`config.mk`:
```
export PLATFORM = sky130hd
export DESIGN_NAME = cache_mem_arbiter_flat
export DESIGN_NICKNAME = d
export VERILOG_FILES = /design/src/rtl/cache_mem_arbiter_pkg.sv /design/src/rtl/cache_mem_arbiter_if.sv /design/src/rtl/cache_mem_arbiter_rr_pick.sv /design/src/rtl/cache_mem_arbiter.sv /design/src/flat_wrapper.sv
export SDC_FILE = /design/constraint.sdc
export NUM_CORES = 1
export LEC_CHECK = 0
export ABC_AREA = 0
export CAP_MARGIN = 0
export CORE_AREA = 2 2 179 181
export CTS_CLUSTER_DIAMETER = 60
export DETAILED_ROUTE_END_ITERATION = 7
export DIE_AREA = 0 0 181 183
export SLEW_MARGIN = 20
export SYNTH_ARGS = -nofsm -noshare
export SYNTH_HDL_FRONTEND = slang
export SYNTH_HIERARCHICAL = 1
export SYNTH_SLANG_ARGS = --single-unit
```
`constraint.sdc`:
```
create_clock -name clk -period 1.8 [get_ports clk]
set_input_delay 0.18 -clock clk [delete_from_list [all_inputs] [get_ports clk]]
set_output_delay 0.18 -clock clk [all_outputs]
set_load 0.01 [all_outputs]
```
`src/rtl/cache_mem_arbiter_pkg.sv`:
```
// Shared types and defaults for the cache/memory burst arbiter.
// Latency: none (declarations only).
// Backpressure: none (declarations only).
package cache_mem_arbiter_pkg;

  localparam int ARB_WORD       = 32;
  localparam int ARB_LINE_WORDS = 4;

  typedef enum logic [2:0] {
    ARB_IDLE  = 3'd0,
    ARB_RADDR = 3'd1,
    ARB_RDATA = 3'd2,
    ARB_WADDR = 3'd3,
    ARB_WDATA = 3'd4,
    ARB_WRESP = 3'd5
  } arb_state_e;

  typedef enum logic {
    ARB_SRC_I = 1'b0,
    ARB_SRC_D = 1'b1
  } arb_src_e;

  // One-hot grant produced by the picker.
  typedef struct packed {
    logic d_wr;
    logic d_rd;
    logic i_rd;
  } arb_grant_t;

endpackage

```
`src/rtl/cache_mem_arbiter_if.sv`:
```
// Bundle of cache request/return signals and the AXI-style memory port.
// Latency: none (wiring only).
// Backpressure: carried by the *_ready / *_req signals inside.
interface cache_mem_arbiter_if #(
  parameter int WORD       = cache_mem_arbiter_pkg::ARB_WORD,
  parameter int LINE_WORDS = cache_mem_arbiter_pkg::ARB_LINE_WORDS
);

  // ICache refill
  logic                       i_rd_req;
  logic [WORD-1:0]            i_rd_addr;
  logic                       i_rd_ack;
  logic                       i_rd_valid;
  logic [WORD-1:0]            i_rd_data;
  logic                       i_rd_last;
  // DCache refill
  logic                       d_rd_req;
  logic [WORD-1:0]            d_rd_addr;
  logic                       d_rd_ack;
  logic                       d_rd_valid;
  logic [WORD-1:0]            d_rd_data;
  logic                       d_rd_last;
  // DCache write-back
  logic                       d_wr_req;
  logic [WORD-1:0]            d_wr_addr;
  logic [WORD*LINE_WORDS-1:0] d_wr_line;
  logic                       d_wr_ack;
  logic                       d_wr_done;
  // Memory read address / data
  logic                       mem_ar_valid;
  logic                       mem_ar_ready;
  logic [WORD-1:0]            mem_ar_addr;
  logic [7:0]                 mem_ar_len;
  logic                       mem_r_valid;
  logic                       mem_r_ready;
  logic [WORD-1:0]            mem_r_data;
  logic                       mem_r_last;
  // Memory write address / data / response
  logic                       mem_aw_valid;
  logic                       mem_aw_ready;
  logic [WORD-1:0]            mem_aw_addr;
  logic [7:0]                 mem_aw_len;
  logic                       mem_w_valid;
  logic                       mem_w_ready;
  logic [WORD-1:0]            mem_w_data;
  logic                       mem_w_last;
  logic                       mem_b_valid;
  logic                       mem_b_ready;

  // Arbiter view: it serves the caches and masters the memory port.
  modport master (
    input  i_rd_req, i_rd_addr, d_rd_req, d_rd_addr,
    input  d_wr_req, d_wr_addr, d_wr_line,
    input  mem_ar_ready, mem_r_valid, mem_r_data, mem_r_last,
    input  mem_aw_ready, mem_w_ready, mem_b_valid,
    output i_rd_ack, i_rd_valid, i_rd_data, i_rd_last,
    output d_rd_ack, d_rd_valid, d_rd_data, d_rd_last,
    output d_wr_ack, d_wr_done,
    output mem_ar_valid, mem_ar_addr, mem_ar_len, mem_r_ready,
    output mem_aw_valid, mem_aw_addr, mem_aw_len,
    output mem_w_valid, mem_w_data, mem_w_last, mem_b_ready
  );

  // Environment view: caches plus memory model.
  modport slave (
    output i_rd_req, i_rd_addr, d_rd_req, d_rd_addr,
    output d_wr_req, d_wr_addr, d_wr_line,
    output mem_ar_ready, mem_r_valid, mem_r_data, mem_r_last,
    output mem_aw_ready, mem_w_ready, mem_b_valid,
    input  i_rd_ack, i_rd_valid, i_rd_data, i_rd_last,
    input  d_rd_ack, d_rd_valid, d_rd_data, d_rd_last,
    input  d_wr_ack, d_wr_done,
    input  mem_ar_valid, mem_ar_addr, mem_ar_len, mem_r_ready,
    input  mem_aw_valid, mem_aw_addr, mem_aw_len,
    input  mem_w_valid, mem_w_data, mem_w_last, mem_b_ready
  );

endinterface

```
`src/rtl/cache_mem_arbiter_rr_pick.sv`:
```
// Combinational requester picker: write-back first, then round-robin I/D refill.
// Latency: 0 cycles (pure combinational).
// Backpressure: none; the caller only samples the grant while idle.
module arb_rr_pick
  import cache_mem_arbiter_pkg::*;
(
  input  logic       d_wr_req,
  input  logic       d_rd_req,
  input  logic       i_rd_req,
  input  arb_src_e   rr_last,
  output arb_grant_t grant
);

  // Write-back beats any read; contested reads go to the side not served last.
  always_comb begin
    grant = '0;
    if (d_wr_req) begin
      grant.d_wr = 1'b1;
    end else if (i_rd_req && d_rd_req) begin
      if (rr_last == ARB_SRC_D) grant.i_rd = 1'b1;
      else                      grant.d_rd = 1'b1;
    end else if (i_rd_req) begin
      grant.i_rd = 1'b1;
    end else if (d_rd_req) begin
      grant.d_rd = 1'b1;
    end
  end

endmodule

```
`src/rtl/cache_mem_arbiter.sv`:
```
// Shares one burst memory port between ICache refill, DCache refill and DCache write-back.
// Latency: ack 1 cycle after request sampled; read beats forwarded with 0 added cycles.
// Backpressure: one transaction at a time; waits on ar/aw/w ready and r/b valid.
module cache_mem_arbiter
  import cache_mem_arbiter_pkg::*;
#(
  parameter int WORD       = ARB_WORD,
  parameter int LINE_WORDS = ARB_LINE_WORDS
) (
  input logic                 clk,
  input logic                 rst,
  cache_mem_arbiter_if.master bus
);

  localparam int               CNT_W      = $clog2(LINE_WORDS);
  localparam int               OFF_W      = $clog2(LINE_WORDS * 4);
  localparam logic [CNT_W-1:0] LAST_BEAT  = CNT_W'(LINE_WORDS - 1);
  localparam logic [7:0]       BURST_LEN  = 8'(LINE_WORDS - 1);
  localparam logic [WORD-1:0]  ALIGN_MASK = ~((WORD'(1) << OFF_W) - WORD'(1));

  arb_state_e                 state_q, state_d;
  arb_src_e                   src_q, rr_last_q;
  logic [CNT_W-1:0]           beat_q;
  logic [WORD-1:0]            addr_q;
  logic [WORD*LINE_WORDS-1:0] line_q;
  logic                       i_ack_q, d_ack_q, w_ack_q;
  arb_grant_t                 grant;

  logic ar_valid, aw_valid, w_valid, r_ready, b_ready, wr_done, beat_adv;
  logic rd_i, rd_d, last_beat;

  arb_rr_pick u_pick (
    .d_wr_req (bus.d_wr_req),
    .d_rd_req (bus.d_rd_req),
    .i_rd_req (bus.i_rd_req),
    .rr_last  (rr_last_q),
    .grant    (grant)
  );

  // State register; reset abandons any burst in flight.
  always_ff @(posedge clk) begin
    if (!rst) state_q <= ARB_IDLE;
    else      state_q <= state_d;
  end

  // Next state and memory-side handshake strobes.
  always_comb begin
    state_d  = state_q;
    ar_valid = 1'b0;
    aw_valid = 1'b0;
    w_valid  = 1'b0;
    r_ready  = 1'b0;
    b_ready  = 1'b0;
    wr_done  = 1'b0;
    beat_adv = 1'b0;
    case (state_q)
      ARB_IDLE: begin
        if (grant.d_wr)                    state_d = ARB_WADDR;
        else if (grant.d_rd || grant.i_rd) state_d = ARB_RADDR;
      end
      ARB_RADDR: begin
        ar_valid = 1'b1;
        if (bus.mem_ar_ready) state_d = ARB_RDATA;
      end
      ARB_RDATA: begin
        r_ready  = 1'b1;
        beat_adv = bus.mem_r_valid;
        // Completion is decided by the local beat count, not mem_r_last.
        if (bus.mem_r_valid && last_beat) state_d = ARB_IDLE;
      end
      ARB_WADDR: begin
        aw_valid = 1'b1;
        if (bus.mem_aw_ready) state_d = ARB_WDATA;
      end
      ARB_WDATA: begin
        w_valid  = 1'b1;
        beat_adv = bus.mem_w_ready;
        if (bus.mem_w_ready && last_beat) state_d = ARB_WRESP;
      end
      ARB_WRESP: begin
        b_ready = 1'b1;
        if (bus.mem_b_valid) begin
          wr_done = 1'b1;
          state_d = ARB_IDLE;
        end
      end
      default: state_d = ARB_IDLE;
    endcase
  end

  // Grant capture (ack pulse, aligned address, victim line, source) and beat counting.
  always_ff @(posedge clk) begin
    if (!rst) begin
      beat_q    <= '0;
      rr_last_q <= ARB_SRC_D;
      src_q     <= ARB_SRC_I;
      addr_q    <= '0;
      line_q    <= '0;
      i_ack_q   <= 1'b0;
      d_ack_q   <= 1'b0;
      w_ack_q   <= 1'b0;
    end else begin
      i_ack_q <= 1'b0;
      d_ack_q <= 1'b0;
      w_ack_q <= 1'b0;
      if (state_q == ARB_IDLE) begin
        beat_q <= '0;
        if (grant.d_wr) begin
          w_ack_q <= 1'b1;
          addr_q  <= bus.d_wr_addr & ALIGN_MASK;
          line_q  <= bus.d_wr_line;
        end else if (grant.d_rd) begin
          d_ack_q   <= 1'b1;
          addr_q    <= bus.d_rd_addr & ALIGN_MASK;
          src_q     <= ARB_SRC_D;
          rr_last_q <= ARB_SRC_D;
        end else if (grant.i_rd) begin
          i_ack_q   <= 1'b1;
          addr_q    <= bus.i_rd_addr & ALIGN_MASK;
          src_q     <= ARB_SRC_I;
          rr_last_q <= ARB_SRC_I;
        end
      end else if (beat_adv) begin
        // Wraps to 0 on the final beat since the counter is exactly log2(LINE_WORDS) wide.
        beat_q <= beat_q + 1'b1;
      end
    end
  end

  // The memory's own last flag must agree with the local beat count.
  always_ff @(posedge clk) begin
    if (rst && state_q == ARB_RDATA && bus.mem_r_valid) begin
      assert (bus.mem_r_last == last_beat);
    end
  end

  assign last_beat = (beat_q == LAST_BEAT);
  assign rd_i      = r_ready && bus.mem_r_valid && (src_q == ARB_SRC_I);
  assign rd_d      = r_ready && bus.mem_r_valid && (src_q == ARB_SRC_D);

  assign bus.i_rd_ack   = i_ack_q;
  assign bus.i_rd_valid = rd_i;
  assign bus.i_rd_data  = rd_i ? bus.mem_r_data : '0;
  assign bus.i_rd_last  = rd_i && last_beat;

  assign bus.d_rd_ack   = d_ack_q;
  assign bus.d_rd_valid = rd_d;
  assign bus.d_rd_data  = rd_d ? bus.mem_r_data : '0;
  assign bus.d_rd_last  = rd_d && last_beat;

  assign bus.d_wr_ack   = w_ack_q;
  assign bus.d_wr_done  = wr_done;

  assign bus.mem_ar_valid = ar_valid;
  assign bus.mem_ar_addr  = ar_valid ? addr_q : '0;
  assign bus.mem_ar_len   = ar_valid ? BURST_LEN : 8'd0;
  assign bus.mem_r_ready  = r_ready;

  assign bus.mem_aw_valid = aw_valid;
  assign bus.mem_aw_addr  = aw_valid ? addr_q : '0;
  assign bus.mem_aw_len   = aw_valid ? BURST_LEN : 8'd0;
  assign bus.mem_w_valid  = w_valid;
  assign bus.mem_w_data   = w_valid ? line_q[int'(beat_q)*WORD +: WORD] : '0;
  assign bus.mem_w_last   = w_valid && last_beat;
  assign bus.mem_b_ready  = b_ready;

endmodule
```
`src/flat_wrapper.sv`:
```
// flat-port wrapper written by rule: the top's interface ports become plain ports
module cache_mem_arbiter_flat import cache_mem_arbiter_pkg::*;
#(
  parameter int WORD       = ARB_WORD,
  parameter int LINE_WORDS = ARB_LINE_WORDS
)
  (clk, rst, bus_i_rd_req, bus_i_rd_addr, bus_d_rd_req, bus_d_rd_addr, bus_d_wr_req, bus_d_wr_addr, bus_d_wr_line, bus_mem_ar_ready, bus_mem_r_valid, bus_mem_r_data, bus_mem_r_last, bus_mem_aw_ready, bus_mem_w_ready, bus_mem_b_valid, bus_i_rd_ack, bus_i_rd_valid, bus_i_rd_data, bus_i_rd_last, bus_d_rd_ack, bus_d_rd_valid, bus_d_rd_data, bus_d_rd_last, bus_d_wr_ack, bus_d_wr_done, bus_mem_ar_valid, bus_mem_ar_addr, bus_mem_ar_len, bus_mem_r_ready, bus_mem_aw_valid, bus_mem_aw_addr, bus_mem_aw_len, bus_mem_w_valid, bus_mem_w_data, bus_mem_w_last, bus_mem_b_ready);
  cache_mem_arbiter_if #(.WORD(WORD), .LINE_WORDS(LINE_WORDS)) bus_i ();
  input logic clk;
  input logic rst;
  input wire logic [$bits(bus_i.i_rd_req)-1:0] bus_i_rd_req;
  input wire logic [$bits(bus_i.i_rd_addr)-1:0] bus_i_rd_addr;
  input wire logic [$bits(bus_i.d_rd_req)-1:0] bus_d_rd_req;
  input wire logic [$bits(bus_i.d_rd_addr)-1:0] bus_d_rd_addr;
  input wire logic [$bits(bus_i.d_wr_req)-1:0] bus_d_wr_req;
  input wire logic [$bits(bus_i.d_wr_addr)-1:0] bus_d_wr_addr;
  input wire logic [$bits(bus_i.d_wr_line)-1:0] bus_d_wr_line;
  input wire logic [$bits(bus_i.mem_ar_ready)-1:0] bus_mem_ar_ready;
  input wire logic [$bits(bus_i.mem_r_valid)-1:0] bus_mem_r_valid;
  input wire logic [$bits(bus_i.mem_r_data)-1:0] bus_mem_r_data;
  input wire logic [$bits(bus_i.mem_r_last)-1:0] bus_mem_r_last;
  input wire logic [$bits(bus_i.mem_aw_ready)-1:0] bus_mem_aw_ready;
  input wire logic [$bits(bus_i.mem_w_ready)-1:0] bus_mem_w_ready;
  input wire logic [$bits(bus_i.mem_b_valid)-1:0] bus_mem_b_valid;
  output wire logic [$bits(bus_i.i_rd_ack)-1:0] bus_i_rd_ack;
  output wire logic [$bits(bus_i.i_rd_valid)-1:0] bus_i_rd_valid;
  output wire logic [$bits(bus_i.i_rd_data)-1:0] bus_i_rd_data;
  output wire logic [$bits(bus_i.i_rd_last)-1:0] bus_i_rd_last;
  output wire logic [$bits(bus_i.d_rd_ack)-1:0] bus_d_rd_ack;
  output wire logic [$bits(bus_i.d_rd_valid)-1:0] bus_d_rd_valid;
  output wire logic [$bits(bus_i.d_rd_data)-1:0] bus_d_rd_data;
  output wire logic [$bits(bus_i.d_rd_last)-1:0] bus_d_rd_last;
  output wire logic [$bits(bus_i.d_wr_ack)-1:0] bus_d_wr_ack;
  output wire logic [$bits(bus_i.d_wr_done)-1:0] bus_d_wr_done;
  output wire logic [$bits(bus_i.mem_ar_valid)-1:0] bus_mem_ar_valid;
  output wire logic [$bits(bus_i.mem_ar_addr)-1:0] bus_mem_ar_addr;
  output wire logic [$bits(bus_i.mem_ar_len)-1:0] bus_mem_ar_len;
  output wire logic [$bits(bus_i.mem_r_ready)-1:0] bus_mem_r_ready;
  output wire logic [$bits(bus_i.mem_aw_valid)-1:0] bus_mem_aw_valid;
  output wire logic [$bits(bus_i.mem_aw_addr)-1:0] bus_mem_aw_addr;
  output wire logic [$bits(bus_i.mem_aw_len)-1:0] bus_mem_aw_len;
  output wire logic [$bits(bus_i.mem_w_valid)-1:0] bus_mem_w_valid;
  output wire logic [$bits(bus_i.mem_w_data)-1:0] bus_mem_w_data;
  output wire logic [$bits(bus_i.mem_w_last)-1:0] bus_mem_w_last;
  output wire logic [$bits(bus_i.mem_b_ready)-1:0] bus_mem_b_ready;
  assign bus_i.i_rd_req = bus_i_rd_req;
  assign bus_i.i_rd_addr = bus_i_rd_addr;
  assign bus_i.d_rd_req = bus_d_rd_req;
  assign bus_i.d_rd_addr = bus_d_rd_addr;
  assign bus_i.d_wr_req = bus_d_wr_req;
  assign bus_i.d_wr_addr = bus_d_wr_addr;
  assign bus_i.d_wr_line = bus_d_wr_line;
  assign bus_i.mem_ar_ready = bus_mem_ar_ready;
  assign bus_i.mem_r_valid = bus_mem_r_valid;
  assign bus_i.mem_r_data = bus_mem_r_data;
  assign bus_i.mem_r_last = bus_mem_r_last;
  assign bus_i.mem_aw_ready = bus_mem_aw_ready;
  assign bus_i.mem_w_ready = bus_mem_w_ready;
  assign bus_i.mem_b_valid = bus_mem_b_valid;
  assign bus_i_rd_ack = bus_i.i_rd_ack;
  assign bus_i_rd_valid = bus_i.i_rd_valid;
  assign bus_i_rd_data = bus_i.i_rd_data;
  assign bus_i_rd_last = bus_i.i_rd_last;
  assign bus_d_rd_ack = bus_i.d_rd_ack;
  assign bus_d_rd_valid = bus_i.d_rd_valid;
  assign bus_d_rd_data = bus_i.d_rd_data;
  assign bus_d_rd_last = bus_i.d_rd_last;
  assign bus_d_wr_ack = bus_i.d_wr_ack;
  assign bus_d_wr_done = bus_i.d_wr_done;
  assign bus_mem_ar_valid = bus_i.mem_ar_valid;
  assign bus_mem_ar_addr = bus_i.mem_ar_addr;
  assign bus_mem_ar_len = bus_i.mem_ar_len;
  assign bus_mem_r_ready = bus_i.mem_r_ready;
  assign bus_mem_aw_valid = bus_i.mem_aw_valid;
  assign bus_mem_aw_addr = bus_i.mem_aw_addr;
  assign bus_mem_aw_len = bus_i.mem_aw_len;
  assign bus_mem_w_valid = bus_i.mem_w_valid;
  assign bus_mem_w_data = bus_i.mem_w_data;
  assign bus_mem_w_last = bus_i.mem_w_last;
  assign bus_mem_b_ready = bus_i.mem_b_ready;
  cache_mem_arbiter #(.WORD(WORD), .LINE_WORDS(LINE_WORDS)) u_core (.clk(clk), .rst(rst), .bus(bus_i));
endmodule
```
==> impl_metrics.toml, run 1 <==
[synthesis]
synthAdderAreaFrac_pct = 0.141
synth-simple-area-share_pct = 27.3
synth_cell_types = 41
synth_common_cells = "292 x nand2_1, 166 x dfxtp_1, 157 x and2_1"
yosys-top-cells-area = "dfxtp_1 37%, nand2_1 12%, and2_1 11%, a21boi_1 9.5%, mux4_2 8.1%"
netlist_area_mm2 = 0.00888
synthMuxAreaShare_pct = 14.9
ys_seq_elements = 166
synth_top_family_by_area = "simple AND/OR/NAND/NOR gates"
synth_xor_area_share_pct = 0.0986
ys_warn_count = 6
synth_top_area_share_pct = 37.4
synthCells = 1045
ys_seq_area_share_pct = 37.4
synth_edf_count = 0
synth_compound_area_share_pct = 13.5
async_reset_ff_share_pct = 0
yosysMostFrequentCell = "nand2_1"
synth_top_cell_by_area = "dfxtp_1"
yosys_most_used_dff = "dfxtp_1"
synth.avg_cell_area_um2 = 8.50

[clock_tree]
cts_buffer_depth = 2
cts_inserted_buffers = 17
clk_pin_slew_ns = 0.07
postCtsHoldBufs = 0
clk-insertion-delay-late_ns = 0.42
cts_tree = "yes"
clock-sinks = 166
cts_max_level = 4
root_buffer = "clkbuf_16"

[cells_and_area]
stdcell_count = 2001
antenna_cells = 0
fin_area_mm2 = 0.0182
syn2layout_area_growth_pct = 105
final_util_pct = 58.2
nNetsFinal = 1855
layout-drive-gt1-share_pct = 47.1

[critical_path]
cp_max_fo = 3
r2r_slack_ns = -0.20
path_cells = "buf_6, nor4_4, clkbuf_16, buf_8, buf_6, and2_4, buf_6"
cp.buffers_inverters = 5
crit_type = "flip-flop to primary output"
cp.required_ns = 1.62
cp.arrival_ns = 1.97
worstSetupStartpointType = "flip-flop"
slowest_delay_ns = 0.43
cp_common_cell = "buf_6"
worst_setup_path_end_kind = "primary output"
slowest_stage = "nor4_4"
crit_family = "buffers and inverters"

[timing]
hold_slack_ns = 0.253
fin_ws_ns = -0.355
fin_crit_sh_pct = 120
finalCriticalPeriod_ns = 2.15
skew_ns = 0.0140
finalHoldViolations = 0
setup_viol = 307
fin_tns_setup_ns = -44.35
fmax_mhz = 464
finalMaxSlewViolations = 0
rsz0062_at_grt = "true"

[place]
gp_congestion = 0.785
hpwl_mm = 23.6
dp_cells = 1835
placed_area_mm2 = 0.0139
port_buffers = 423

[global_routing]
grt-ovfl-total = 0
met2_usage_pct = 39.4
grt_use_met1_pct = 27.5
first_global_vias = 9721
grt_max_degree = 64
grt_pass1_wl_mm = 56.9
top_usage_layer = "met2"
antenna_found_initial = 1
track_usage_pct = 22.3
met3_usage_pct = 5.48

[min_path]
hold_class = "primary input to flip-flop"

[route]
vias = 9462
antenna_left = 0
drt-total-wl_mm = 40.4
avgViaCountPerCell = 4.73
routedWlPerCell_um = 20.2
first_pass_iters = 7
first_iter_violations = 451
drc_errors = 1

[die]
die_h_um = 183
die_x_um = 181
rows = 65
die_area_mm2 = 0.0331
ios = 457
initial_core_util_pct = 28.4
core_mm2 = 0.0312

[pwr]
ir_worst_vdd_mv = 0.764
powerDensity_mw_per_mm2 = 988
p_leak_uw = 0.00776

[run]
drv_cap = 0

[status]
violations = "DRC, setup timing"
status = "complete, but fails checks"
-- cells by family after synthesis --
kind of cell               Yosys count
muxes                               92
AOI/OAI and AO/OA                  168
buffers and inverters              115
and+or+nand+nor                    501
DFF                                166
adders and majority gates            1
xor gates and xnor gates             1
other                                1
-- sequential cells by signal, indices dropped and copies added (netlist names) --
register             count
u_core/state_q           3
u_core/line_q          128
u_core/bus.d_rd_ack      1
u_core/rr_last_q         1
u_core/src_q             1
u_core/bus.i_rd_ack      1
u_core/addr_q           28
u_core/beat_q            2
u_core/bus.d_wr_ack      1
-- metal layers --
metal  vias to the layer above  share of wire (%)
li1                       4500                  -
met1                      4540                 40
met2                       368                 52
met3                        52                6.3
met4                         2                2.0
met5                         -              0.032
-- through the flow --
step / power [uW] / worst slack [ns]
CTS: 16400 / -0.360
detailed placement: 9380 / -0.361
floorplan: 7280 / 0.135
global placement: 9320 / -0.313
global route: 18700 / -0.396
finish: 17900 / -0.355
-- what timing repair did --
action / CTS / global route
buffers inserted: 97 / 20
pin swaps: 85 / 189
setup endpoints to repair: 229 / 323
cloned: 39 / 12
gates resized for setup: 918 / 469
-- worst paths after layout --
check,startpoint,end,cells past startpoint
setup reg to reg,u_core/state_q[0],u_core/line_q[55],11
hold reg to reg,u_core/line_q[82],u_core/line_q[82],2
setup / recovery,u_core/state_q[2],bus_i_rd_data[7],7
hold / removal,rst,u_core/line_q[107],2
-- area by class of cell --
type | count | area (um^2)
multi-input combinational | 784 | 6390
clock inverter | 13 | 210
clock buffer | 18 | 439
inverter | 3 | 11.3
sequential | 166 | 3340
timing repair buffer | 615 | 7270
fill | 2714 | 13100
tap | 402 | 503
-- power breakdown --
group,switching [uW],internal [uW]
clock network,1680,2410
registers,483,4340
logic,3870,5170
total,6030,11900
-- placed cells by master (no fill, tap or decap), types with 18 or more instances in the layout --
cell	n
and2_1	30
mux4_2	32
buf_12	41
mux2i_1	59
nand2_4	78
buf_2	29
nor2b_1	30
a21boi_1	70
nand2_2	50
nand2_1	163
buf_6	192
and2_4	128
a21boi_2	58
buf_16	26
clkdlybuf4s50_1	254
conb_1	20
o21ai_0	28
clkbuf_16	28
dfxtp_1	160
buf_8	18
buf_4	40
No activity file was read; power rests on OpenSTA's default activity.
==> inputs of run 2 (changes only) <==
CORE_AREA = 2 2 180 182   (was 2 2 179 181)
DIE_AREA = 0 0 182 184   (was 0 0 181 183)
DONT_BUFFER_PORTS = 1   (was unset)
==> run 2 against run 1 <==
Against the previous run: the flow finishes with violations (hold timing, setup timing); sequential share of layout area is 6.9 points higher; count of clock-buffer cells in the layout is 1 higher; combinational power fell by 35%; total power shrank 21%; cell area down 27%; utilization is 16 points lower; fmax rose by 9.9%; die area is 1.1% higher; clock power down 15%; flip-flop and latch count unchanged; wire length fell by 11%; critical path depth decreased by 4.
==> impl_metrics.toml, run 2 (synthesis gave the netlist of run 1 again) <==
[cells_and_area]
stdcell_count = 1617
regArea_mm2 = 0.00334
fillers = 2911
top_regs = "u_core/line_q (128), u_core/addr_q (28), u_core/state_q (3)"
layout-drive-gt1-share_pct = 33.5
largest_register = "u_core/line_q"
final_cell_mix = "256 x nand2_1, 161 x dfxtp_1, 156 x and2_4, 128 x dlygate4sd3_1, 90 x a21boi_1"
syn2layout_area_growth_pct = 48.9
nNetsFinal = 1467
multi_input_area_mm2 = 0.00589
final_common_cell = "nand2_1"
largest_register_ffs = 128

[clock_tree]
clock-sinks = 166
cts_inserted_buffers = 17
clk_pin_slew_ns = 0.07
cts_buffer_depth = 2
cts_max_level = 4
root_buffer = "clkbuf_16"
cts_tree = "yes"
clk-insertion-delay-late_ns = 0.44

[route]
routedWlPerCell_um = 22.2
antenna_left = 0
drc_errors = 0
drt-total-wl_mm = 35.8
avgViaCountPerCell = 5.05
vias = 8158
first_pass_iters = 5
first_iter_violations = 435

[min_path]
hold_class = "primary input to flip-flop"

[critical_path]
slowest_stage = "mux4_2"
slowest_delay_ns = 0.51
crit_family = "multiplexers"
worst_setup_path_end_kind = "primary output"
cp.required_ns = 1.62
worstSetupStartpointType = "flip-flop"
path_cells = "buf_12, mux4_2, and2_4"
cp_max_fo = 9
crit_type = "flip-flop to primary output"
cp.buffers_inverters = 1
cp.arrival_ns = 1.78

[place]
dp_slack_ns = 0.0832
gp_congestion = 0.848
hpwl_mm = 19.3
port_buffers = 0
dp_cells = 1382

[timing]
slew_headroom_pct = 51.1
fin_crit_sh_pct = 109
finalCriticalPeriod_ns = 1.96
worst_pin_slew_ns = 0.726
rsz0062_at_grt = "true"
hold_slack_ns = -0.118
finalMaxSlewViolations = 0
skew_ns = 0.00834
fmax_mhz = 510
fin_ws_ns = -0.160
finalHoldViolations = 148
setup_viol = 165

[global_routing]
antenna_found_initial = 4
first_global_vias = 7753
grt-ovfl-total = 0
grt_pass1_wl_mm = 45.1
grt_max_degree = 168
track_usage_pct = 17.9

[die]
initial_core_util_pct = 28.3
rows = 65
core_mm2 = 0.0314
ios = 457
die_h_um = 184
die_area_mm2 = 0.0335
die_x_um = 182

[pwr]
power_uw = 14200
ir_worst_vdd_mv = 0.933
powerDensity_mw_per_mm2 = 1070
p_leak_uw = 0.00523

[run]
drv_cap = 0

[status]
violations = "hold timing, setup timing"
status = "complete, but fails checks"
## run 2: cell count changes in the layout (fill, tap and decap cells not counted), sizes merged
cell           before  now
buf               346   84
clkdlybuf4s50     254    0
dlygate4sd3         0  128
clkbuf             29   34
clkinvlp            1    6
bufinv              4    0
diode               0    4
clkdlybuf4s15       2    0
dlygate4sd2         2    0
inv                 9    7
and2              158  157
dlymetal6s4s        0    1
## run 2: timing repair
action,4_1_cts,5_1_grt
gates cloned,15,23
endpoints found under the setup margin,164,323
pin swaps,35,128
hold endpoints to repair,166,165
gates resized for setup,141,202
hold buffers,128,2
buffers inserted,28,16
## run 2: path summary, 6_finish.rpt
| path | startpoint | end | slack [ns] | cells past startpoint |
|---|---|---|---|---|
| hold reg to reg | u_core/line_q[81] | u_core/line_q[81] | 0.45 | 2 |
| setup / recovery | u_core/beat_q[0] | bus_mem_w_data[16] | -0.16 | 3 |
| hold / removal | rst | u_core/rr_last_q | -0.12 | 1 |
| setup reg to reg | u_core/state_q[2] | u_core/line_q[37] | -0.01 | 10 |
## run 2: final cells by class
| cell class | instances | share of cell area (%) |
|---|---|---|
| flip-flops and latches | 166 | 25.3 |
| inverters | 3 | 0.0852 |
| repair buffers | 228 | 22.2 |
| multi-input cells | 783 | 44.5 |
| clock buffers | 19 | 3.35 |
| diodes | 4 | 0.0757 |
| well taps | 402 | 3.80 |
| clock inverters | 12 | 0.729 |
## run 2: per-layer routing
layer | vias up | wire length, um | global-route usage [%]
li1 | 3714 | - | -
met1 | 3964 | 13700 | 20.0
met2 | 404 | 18600 | 31.5
met3 | 76 | 2150 | 4.81
met4 | 0 | 1400 | 8.61
met5 | - | 0 | 0
## run 2: power by group
group          internal [uW]  switching [uW]  total [uW]
Clock                   1810            1660        3470
Sequential              4340             468        4810
Combinational           3020            2870        5890
## run 2: through the flow
| stage | cell area [um^2] | utilization, % | TNS, ns |
|---|---|---|---|
| finish | 13200 | 42.1 | -18.70 |
| global route | 13200 | 42.1 | -32.62 |
| CTS | 12200 | 38.9 | -30.05 |
| detailed placement | 9340 | 29.7 | 0 |
| global placement | 9340 | 29.7 | 0 |
| floorplan | 8950 | - | 0 |
